**config.mk**
```make
export PLATFORM = sky130hd
export DESIGN_NAME = lutram_fifo
export DESIGN_NICKNAME = d
export VERILOG_FILES = /design/src/rtl/lutram_fifo_pkg.sv /design/src/rtl/lutram_fifo_lutram.sv /design/src/rtl/lutram_fifo.sv
export SDC_FILE = /design/constraint.sdc
export NUM_CORES = 1
export LEC_CHECK = 0
export ABC_CLOCK_PERIOD_IN_PS = 6730
export BUFFER_PORTS_ARGS = -buffer_cell sky130_fd_sc_hd__buf_2
export CAP_MARGIN = 20
export CORE_MARGIN = 2
export CORE_UTILIZATION = 56
export CTS_CLUSTER_SIZE = 24
export DETAILED_ROUTE_END_ITERATION = 10
export PLACE_DENSITY = 0.73
export SLEW_MARGIN = 20
export SYNTH_ARGS = -nofsm -noshare
export SYNTH_HDL_FRONTEND = slang
export SYNTH_HIERARCHICAL = 1
export SYNTH_SLANG_ARGS = --single-unit
```
**constraint.sdc**
```tcl
create_clock -name clk_i -period 6.73 [get_ports clk_i]
set_clock_uncertainty 0.05 [all_clocks]
set_input_delay 0.673 -clock clk_i [delete_from_list [all_inputs] [get_ports clk_i]]
set_output_delay 0.673 -clock clk_i [all_outputs]
set_load 0.02 [all_outputs]
```
**src/rtl/lutram_fifo_pkg.sv**
```systemverilog
// Shared defaults for lutram_fifo: word/pointer widths and the depth helper.
package lutram_fifo_pkg;

    localparam int unsigned DATA_WIDTH_DEF = 8;
    localparam int unsigned ADDR_BITS_DEF  = 5;

    function automatic int unsigned depth(input int unsigned addr_bits);
        return 32'd1 << addr_bits;
    endfunction

endpackage

```
**src/rtl/lutram_fifo_lutram.sv**
```systemverilog
// Distributed-RAM storage block: synchronous write, asynchronous read.
module lutram #(
    parameter int unsigned RAM_WIDTH     = 8,
    parameter int unsigned RAM_ADDR_BITS = 5
) (
    input  logic                     clk,
    input  logic                     we,
    input  logic [RAM_ADDR_BITS-1:0] waddr,
    input  logic [RAM_WIDTH-1:0]     wdata,
    input  logic [RAM_ADDR_BITS-1:0] raddr,
    output logic [RAM_WIDTH-1:0]     rdata
);

    logic [RAM_WIDTH-1:0] mem [2**RAM_ADDR_BITS];

    always_ff @(posedge clk) begin
        if (we)
            mem[waddr] <= wdata;
    end

    assign rdata = mem[raddr];

endmodule

```
**src/rtl/lutram_fifo.sv**
```systemverilog
// First-word-fall-through FIFO over the lutram storage block.
// Define LUTRAM_FIFO_OUT_REG_EN to add a registered output stage (capacity DEPTH+1).
module lutram_fifo
    import lutram_fifo_pkg::*;
#(
    parameter int unsigned DATA_WIDTH = DATA_WIDTH_DEF,
    parameter int unsigned ADDR_BITS  = ADDR_BITS_DEF
) (
    input  logic                  clk_i,
    input  logic                  rst_i,
    input  logic [DATA_WIDTH-1:0] wdata_i,
    input  logic                  wvalid_i,
    output logic                  wready_o,
    output logic [DATA_WIDTH-1:0] rdata_o,
    output logic                  rvalid_o,
    input  logic                  rready_i,
`ifdef LUTRAM_FIFO_OUT_REG_EN
    output logic [ADDR_BITS+1:0]  count_o
`else
    output logic [ADDR_BITS:0]    count_o
`endif
);

    localparam int unsigned DEPTH = depth(ADDR_BITS);
    localparam logic [ADDR_BITS:0] FULL = {1'b1, {ADDR_BITS{1'b0}}};

    logic [ADDR_BITS:0]    wr_ptr, rd_ptr, ram_count;
    logic [DATA_WIDTH-1:0] ram_rdata;
    logic                  push, pop, rd_adv;

    assign wready_o = (ram_count != FULL);
    assign push     = wvalid_i & wready_o;

    lutram #(
        .RAM_WIDTH     (DATA_WIDTH),
        .RAM_ADDR_BITS (ADDR_BITS)
    ) u_ram (
        .clk   (clk_i),
        .we    (push),
        .waddr (wr_ptr[ADDR_BITS-1:0]),
        .wdata (wdata_i),
        .raddr (rd_ptr[ADDR_BITS-1:0]),
        .rdata (ram_rdata)
    );

`ifdef LUTRAM_FIFO_OUT_REG_EN
    logic                  out_valid;
    logic [DATA_WIDTH-1:0] out_data;

    // RAM head moves into the output flop whenever that flop is free or being consumed.
    assign pop      = out_valid & rready_i;
    assign rd_adv   = (ram_count != '0) & (~out_valid | pop);
    assign rvalid_o = out_valid;
    assign rdata_o  = out_data;
    assign count_o  = {1'b0, ram_count} + {{(ADDR_BITS+1){1'b0}}, out_valid};

    always_ff @(posedge clk_i) begin
        if (rst_i) begin
            out_valid <= 1'b0;
            out_data  <= '0;
        end else if (rd_adv) begin
            out_valid <= 1'b1;
            out_data  <= ram_rdata;
        end else if (pop) begin
            out_valid <= 1'b0;
        end
    end
`else
    assign pop      = rvalid_o & rready_i;
    assign rd_adv   = pop;
    assign rvalid_o = (ram_count != '0);
    assign rdata_o  = ram_rdata;
    assign count_o  = ram_count;
`endif

    always_ff @(posedge clk_i) begin
        if (rst_i) begin
            wr_ptr    <= '0;
            rd_ptr    <= '0;
            ram_count <= '0;
        end else begin
            if (push)
                wr_ptr <= wr_ptr + 1'b1;
            if (rd_adv)
                rd_ptr <= rd_ptr + 1'b1;
            case ({push, rd_adv})
                2'b10:   ram_count <= ram_count + 1'b1;
                2'b01:   ram_count <= ram_count - 1'b1;
                default: ram_count <= ram_count;
            endcase
        end
    end

    // DEPTH is kept for readability of the full encoding above.
    if (DEPTH != (1 << ADDR_BITS)) begin : g_depth_check
        $error("lutram_fifo: depth helper mismatch");
    end

endmodule

```
* Word-level counts from Yosys, hierarchy flattened
Memory sizes are Yosys's and may differ from the RTL's. A register that Yosys moved wholly into a read port is not among the register bits. Index checks and enable logic that the tools add are counted.
Word-level totals: memory bits (read-only) 0, bits of input ports 12, register bits 18, memories 1, RAM bits 256, output and inout port bits 16, bits in latches 0
Memory list:
- u_ram.mem | depth 32, width 8, rd ports 1, clocked after memory_dff 1, wr ports 1, RTL line lutram_fifo_lutram.sv:14 | logic [RAM_WIDTH-1:0] mem [2**RAM_ADDR_BITS];
Operators by class: div/mod/pow operators 0, reductions and logical operators 2, bitwise operators 2, add/subtract/negate cells 4, shifts and indexed selects 0, magnitude comparators 0, equal/unequal tests 3, multiplexer cells 5, multiply operators 0
Operators with widths (number):
- $add 6x1->6 const B | 3
- $pmux 6 s2 | 1
- $mux 5 | 2
- $ne 6x6->1 const B | 1
- $reduce_bool 6->1 | 1
- $sub 6x1->6 const B | 1
- $and 1x1->1 | 2
- $eq 2x1->1 const B | 1
- $eq 2x2->1 const B | 1
- $mux 1 | 2
- $reduce_bool 2->1 | 1

* Depth between registers and ports, before layout
Gate-level depths: netlist (run 1).
word-level depth 4, mapped depth 11, gate-level depth less buffers 11

* Modules after synthesis
The synthesis (run 1) kept the hierarchy.
By module, submodules not included:
- lutram | cells each 409, instances 1, area an instance 9893.2 µm², sequential area each 7687.4 µm²
- lutram_fifo | cells each 97, instances 1, area an instance 888.4 µm², sequential area each 320.3 µm²

* Worst setup path after synthesis (run 1)
No wires, ideal clock.
path type reg2out, start point reg rd_ptr[2] (netlist name), end point out rdata_o[0], arrival time 2129 ps, setup slack 3878 ps, data required time 6007 ps, cell stages (with the launch flop) 6, cells stage by stage dfxtp_1 -> clkbuf_1 -> clkbuf_1 -> mux4_2 -> mux4_2 -> mux2_2
RTL lines:
- to (decl) | RTL line lutram_fifo.sv:14 | output logic [DATA_WIDTH-1:0] rdata_o,

==> key figures, run 1 <==
Clocking
  – PostCTS Resize Cnt: 0
  – Clock-pin slew of the registers on the worst-case setup and hold paths: 0.06 ns
  – Root Buffer: clkbuf_16
  – Clock buffer depth: 3
  – Clk sinks: 272
  – CTS Hold Buffers Added: 0
  – Total CTS buffers: 27
  – H-tree depth: 1
  – Clk_lat worst skew: 0.52 ns
  – # Post-CTS Setup Buffers: 0
  – CTS tree: done

STA
  – Fmax: 0.2316 GHz
  – Max_slew headroom: 28.67%
  – RSZ-0062 raised after global routing: false
  – Hold WS: 0.4062 ns
  – Worst Tran Pin Value: 1.066 ns
  – Setup TNS: 0 ns
  – Period utilization: 64.16%
  – Final Max Tran Viols: 0
  – Setup violators final: 0
  – Tmin final: 4.318 ns
  – Final hold vios: 0

Power
  – IR drop worst, VDD: 286.3 uV
  – Pleak: 3.727 nW
  – Part of the power in registers: 47.2%
  – P_int: 3.177 mW
  – Combinational fraction of design power: 18.1%
  – NetSw: 1.060 mW
  – Sw Share: 25.02%
  – Pwr dens: 353.5 nW/um^2
  – Clk pwr share: 34.7%

Synthesis
  – Top post-synthesis cells by count: edfxtp_1 (256), mux4_2 (80), nor2_1 (49)
  – Synth top area cells: edfxtp_1 (71%), mux4_2 (17%), dfxtp_1 (3.0%)
  – Mean Syn Cell Area: 21.31 sq um
  – Synth Register Bits: 272
  – Mapped Cells: 506
  – Synth cell types: 39
  – Count leader, synth: edfxtp_1
  – Synth Cell Area: 10,780 sq um
  – Top cell type's share of synthesized area: 71.30%
  – Ys async rst share: 0%
  – Yosys warns: 6
  – Synth Flop Type: edfxtp_1
  – Number of synthesized flops with an enable pin: 256
  – Sequential fraction of the synthesis area: 74.27%
  – Syn Nets: 526
  – Largest area contributor in the netlist: edfxtp_1

Setup path
  – Crit-path cells: buf_4 > mux4_2 > mux4_2 > mux2_2 > buf_2
  – R2r setup slk: 3.78 ns
  – Data required, critical path: 6.01 ns
  – Type of origin of the critical path: register
  – WP buf/inv: 2
  – Worst Path Class, Setup: register to output port
  – CP dominant cell by count: mux4_2
  – CP top delay family: multiplexers
  – Critical path endpoint category: output port
  – Slowest cell on crit path: dfxtp_4
  – CP max stage delay: 0.98 ns
  – Worst Path Arrival: 3.59 ns
  – Maximum fanout along the worst path: 48

Cells and area
  – Final #Nets: 562
  – Fillers: 1,232
  – Fraction of layout cells with a size suffix above 1: 29.77%
  – Area Overhead vs Synth: 11.19%
  – # diodes: 0

Drt
  – Routed vias/inst: 6.430
  – Drt wl/cell: 27.48 um
  – Routed Antenna Nets: 0
  – DRC: 0
  – Drt first-iter violations: 525
  – WL final: 21,850 um
  – Vias: 5,112
  – DRT Pass-1 Iters: 5

Die
  – Ports: 28
  – Die Y-Extent: 142.8 um
  – Core Rows: 50
  – Core ar.: 18,770 sq um
  – Die Area: 20,380 sq um
  – Width of the die: 142.8 um
  – Starting density of the core: 57.45%

Hold path
  – Min-delay worst type: register to register

Placed design
  – Detailed-placement wirelength estimate: 13,490 um
  – Port bufs: 27
  – Placer Congestion: 0.8545

Global route
  – Initial antenna violation count: 0
  – GRT Util Overall: 22.67%
  – Total gr overflow: 0
  – Largest net degree at the start of global routing: 68
  – First-pass GRT wire length: 33,260 um
  – Vias in the first global route: 5,238

Outcome
  – Status: complete, no violations

Job
  – Max-cap viol count: 0
-- flip-flops by register name, summed over array words and instances (netlist names) --
signal	flops
rd_ptr	5
u_ram/mem	256
count_o	6
wr_ptr	5
-- cell families after synthesis --
group	count (synthesis)	synth area share (%)
flops	272	74.27
simple gates	85	3.981
fa+ha+maj	8	0.9980
buf+inv	26	1.230
xor+xnor	11	0.8937
mux	91	17.87
compound gates	13	0.7543
-- final cells by class --
class                           instances  area [sq um]  share of cell area [%]
Clock buffer                           33         698.2                   5.824
Clock inverter                         15         171.4                   1.430
Tap cell                              234         292.8                   2.442
Inverter                                3         13.76                  0.1148
Sequential cell                       272          8013                   66.84
Multi-Input combinational cell        208          2641                   22.03
Timing Repair Buffer                   30         157.7                   1.315
-- worst paths after layout --
kind / startpoint / endpoint / cells past startpoint
setup reg to reg: count_o[0] / count_o[5] / 11
hold / removal: rd_ptr[1] / rd_ptr[1] / 2
hold reg to reg: rd_ptr[1] / rd_ptr[1] / 2
setup / recovery: rd_ptr[0] / rdata_o[2] / 5
-- layout by cell type, fill, tap and decap left out, drive strengths merged, types with 2 or more instances in the layout --
cell type  count
o21ai          2
buf           30
dfxtp         16
ha             7
mux2i          2
clkinvlp       2
mux2           9
nor2          49
clkinv         9
xor2           8
mux4          80
bufinv         4
edfxtp       256
a211oi         2
clkbuf        33
and3           2
xnor2          3
nand2          8
a21oi          7
nand3b         6
a21o           2
or3b           3
nand4          2
nor3b          2
nor3           2
nand3          7
inv            3
-- routing by layer --
layer	global-route usage [%]	vias up	routed length [um]
met4	6.357	0	533
li1	-	2159	-
met3	5.030	35	1839
met2	34.39	224	10310
met1	33.99	2694	9160
met5	0	-	0
-- power by group through the flow --
stage / Combinational (mW) / Sequential [mW] / Clock (mW)
final: 0.765 / 2.00 / 1.47
after detailed placement: 0.766 / 2.04 / 0
after global placement: 0.751 / 2.04 / 0
after CTS: 0.772 / 2.01 / 1.50
after floorplan: 0.638 / 1.98 / 0
after global routing: 0.826 / 2.02 / 1.56
-- metrics by stage --
step	utilization (%)	total power [mW]	std cells	area (sq um)	worst slack, ns
after floorplan	-	2.617	506	10780	3.878
after global placement	59.24	2.790	747	11120	2.902
after detailed placement	59.24	2.810	747	11120	2.875
after CTS	63.87	4.277	795	11990	2.313
after global routing	63.87	4.410	795	11990	2.180
final	63.87	4.238	795	11990	2.412
-- worst reg2reg max path: cells and delay by family, from the launching register on --
family | cells | cell delay (ns)
adders and majority gates | 2 | 0.70
AOI/OAI and AO/OA | 2 | 0.24
and+or+nand+nor | 5 | 1.10
buffers and inverters | 1 | 0.06
DFF | 1 | 0.40
muxes | 1 | 0.33
No activity file was read; power rests on OpenSTA's default activity.
==> inputs of run 2 (changes only) <==
--- a/config.mk
+++ b/config.mk
@@ -5,7 +5,7 @@
 export SDC_FILE = /design/constraint.sdc
 export NUM_CORES = 1
 export LEC_CHECK = 0
-export ABC_CLOCK_PERIOD_IN_PS = 6730
+export ABC_CLOCK_PERIOD_IN_PS = 4500
 export BUFFER_PORTS_ARGS = -buffer_cell sky130_fd_sc_hd__buf_2
 export CAP_MARGIN = 20
 export CORE_MARGIN = 2
==> constraint.sdc (replaced) <==
create_clock -name clk_i -period 4.5 [get_ports clk_i]
set_clock_uncertainty 0.05 [all_clocks]
set_input_delay 0.45 -clock clk_i [delete_from_list [all_inputs] [get_ports clk_i]]
set_output_delay 0.45 -clock clk_i [all_outputs]
set_load 0.02 [all_outputs]
==> run 2 against run 1 <==
Routed wire length down 2.4%. Largest cell class unchanged. Via count about the same. Register-to-register slack worse by 2.3 ns. Highest routed layer unchanged. Clock-buffer cell count up 3. Critical endpoint is now rdata_o[7]. Critical path type unchanged.
==> key figures, run 2 (same netlist as run 1, synthesis figures left out) <==
Cells and area
  – # diodes: 0 (unchanged)
  – Sequential Area: 8013 sq um (unchanged)
  – Area Overhead vs Synth: 11.21% (about the same)
  – Fraction of layout cells with a size suffix above 1: 30.78% (+1.0 points)
  – Most frequent cells in the layout: edfxtp_1 (256), mux4_2 (80), nor2_1 (49)
  – Max reg flops: 256 (unchanged)
  – Area of the multi-input gates: 2641 sq um (unchanged)
  – Most common cell after layout, fill and taps aside: edfxtp_1
  – Fillers: 1,243 (+0.89%)
  – Fin util: 63.89% (about the same)
  – Final #Nets: 562 (unchanged)
  – Most flops, register: u_ram/mem

Power
  – Pwr dens: 522.6 nW/um^2 (+48%)
  – Combinational fraction of design power: 20.3% (+2.2 points)
  – Part of the power in registers: 46.1% (-1.1 points)
  – Pleak: 3.740 nW (+0.35%)
  – IR drop worst, VDD: 406.2 uV (+42%)
  – NetSw: 1.602 mW (+51%)
  – Sw Share: 25.57% (+0.55 points)
  – Clk pwr share: 33.6% (-1.1 points)
  – P_int: 4.664 mW (+47%)

Drt
  – Routed vias/inst: 6.427 (about the same)
  – Drt wl/cell: 26.78 um (-2.6%)
  – DRC: 0 (unchanged)
  – DRT Pass-1 Iters: 5 (unchanged)
  – Routed Antenna Nets: 0 (unchanged)
  – WL final: 21,310 um (-2.4%)
  – Drt first-iter violations: 494 (-5.9%)
  – Vias: 5,116 (+0.078%)

Placed design
  – Port bufs: 27 (unchanged)
  – Placer Congestion: 0.7736 (-9.5%)
  – Detailed-placement wirelength estimate: 12,760 um (-5.4%)

Hold path
  – Hold path depth: 3 (+1)
  – HP Start: rready_i
  – Hold EP: rd_ptr[1]
  – Min-delay worst type: input port to register

Setup path
  – Type of origin of the critical path: register
  – Crit-path cells: buf_12 > mux4_2 > mux4_2 > mux2_2 > buf_2
  – Maximum fanout along the worst path: 67 (+40%)
  – R2r startpoint: count_o[0]
  – CP dominant cell by count: mux4_2
  – Critical path endpoint category: output port
  – Slowest cell on crit path: mux4_2
  – Reg2reg path depth: 11 (unchanged)
  – Worst Path Arrival: 2.94 ns (-0.65 ns)
  – R2r setup slk: 1.52 ns (-2.26 ns)
  – Data required, critical path: 4.00 ns (-2.01 ns)
  – R2r endpoint: count_o[5]
  – CP max stage delay: 0.61 ns (-0.37 ns)
  – Worst Path Class, Setup: register to output port

STA
  – Hold WS: 0.2052 ns (-0.2010 ns)
  – Max_slew headroom: 25.77% (-2.9 points)
  – Fmax: 0.2904 GHz
  – Setup violators final: 0 (unchanged)
  – Period utilization: 76.53%
  – Worst Tran Pin Value: 1.112 ns (+0.04601 ns)
  – RSZ-0062 raised after global routing: false
  – Final hold vios: 0 (unchanged)
  – Final Max Tran Viols: 0 (unchanged)
  – Setup TNS: 0 ns (unchanged)
  – Tmin final: 3.444 ns

Global route
  – GRT Util Overall: 21.86% (-0.82 points)
  – Met3 usage: 3.957% (-1.1 points)
  – Largest net degree at the start of global routing: 68 (unchanged)
  – Met1 Use GR: 32.73% (-1.3 points)
  – Initial antenna violation count: 0 (unchanged)
  – GRT met2 Usage: 34.84% (+0.46 points)
  – Vias in the first global route: 5,179 (-1.1%)
  – Total gr overflow: 0 (unchanged)
  – Most used routing layer: met2
  – First-pass GRT wire length: 32,130 um (-3.4%)

Clocking
  – CTS tree: done
  – PostCTS Resize Cnt: 0 (unchanged)
  – Clk sinks: 272 (unchanged)
  – Total CTS buffers: 27 (unchanged)
  – Root Buffer: clkbuf_16
  – H-tree depth: 1 (unchanged)
  – # Post-CTS Setup Buffers: 0 (unchanged)
  – Clock-pin slew of the registers on the worst-case setup and hold paths: 0.06 ns (about the same)
  – Clk_lat worst skew: 0.52 ns (about the same)
  – CTS Hold Buffers Added: 0 (unchanged)
  – Clock buffer depth: 3 (unchanged)

Outcome
  – Status: complete, no violations

Die
  – Die Area: 20,380 sq um (unchanged)
  – Die Y-Extent: 142.8 um (unchanged)
  – Core ar.: 18,770 sq um (unchanged)
  – Core Rows: 50 (unchanged)
  – Starting density of the core: 57.45% (unchanged)
  – Ports: 28 (unchanged)
  – Width of the die: 142.8 um (unchanged)

Job
  – Max-cap viol count: 0 (unchanged)
[run 2: cell count changes in the layout (fill, tap and decap cells not counted), moves of 2 or more]
cell	previous run	this run
buf_12	0	2
clkinvlp_4	2	0
clkinv_2	2	6
clkinv_1	7	3
buf_4	3	1
bufinv_16	4	1
clkinv_4	0	2
clkbuf_8	0	4
[run 2: layer usage]
| metal | wire, um | up-vias | share of wire [%] |
|---|---|---|---|
| met4 | 244 | 0 | 1.1 |
| met5 | 0 | - | 0 |
| met2 | 10440 | 212 | 49 |
| met3 | 1559 | 25 | 7.3 |
| met1 | 9068 | 2717 | 43 |
| li1 | - | 2162 | - |
[run 2: worst max-delay path: cells and delay by family, from the launching register on]
family                 cells  cell delay, ns
flip-flops                 1            0.35
multiplexers               3            1.45
buffers and inverters      2            0.59
[run 2: power groups by stage]
| stage | sequential [mW] | combinational, mW | clock, mW |
|---|---|---|---|
| 3_5_place_dp | 2.95 | 1.28 | 0 |
| 3_3_place_gp | 2.94 | 1.25 | 0 |
| 6_report | 2.89 | 1.27 | 2.10 |
| 5_1_grt | 2.90 | 1.36 | 2.24 |
| 4_1_cts | 2.89 | 1.29 | 2.14 |
| 2_1_floorplan | 2.96 | 0.954 | 0 |
[run 2: stage by stage]
stage / cells / instance area (sq um) / worst slack, ns / total power, mW
2_1_floorplan: 506 / 10780 / 1.678 / 3.915
3_3_place_gp: 747 / 11140 / 1.562 / 4.190
3_5_place_dp: 747 / 11140 / 1.526 / 4.229
4_1_cts: 796 / 11990 / 0.9947 / 6.321
5_1_grt: 796 / 11990 / 0.9226 / 6.501
6_report: 796 / 11990 / 1.056 / 6.266
[run 2: worst max path at each step]
stage	from	endpoint	depth (start not counted)
floorplan	count_o[0]	count_o[5]	11
global placement	rd_ptr[0]	rdata_o[0]	5
detailed placement	count_o[0]	count_o[5]	11
CTS	rd_ptr[0]	rdata_o[7]	5
global route	rd_ptr[0]	rdata_o[0]	5
finish	rd_ptr[0]	rdata_o[7]	5
[run 2: final cells by class]
type / instances / area share (%)
clock buffers: 36 / 6.251
repair buffers: 30 / 1.524
flip-flops and latches: 272 / 66.83
clock inverters: 13 / 0.8139
multi-input cells: 208 / 22.03
well taps: 234 / 2.442
inverters: 3 / 0.1148
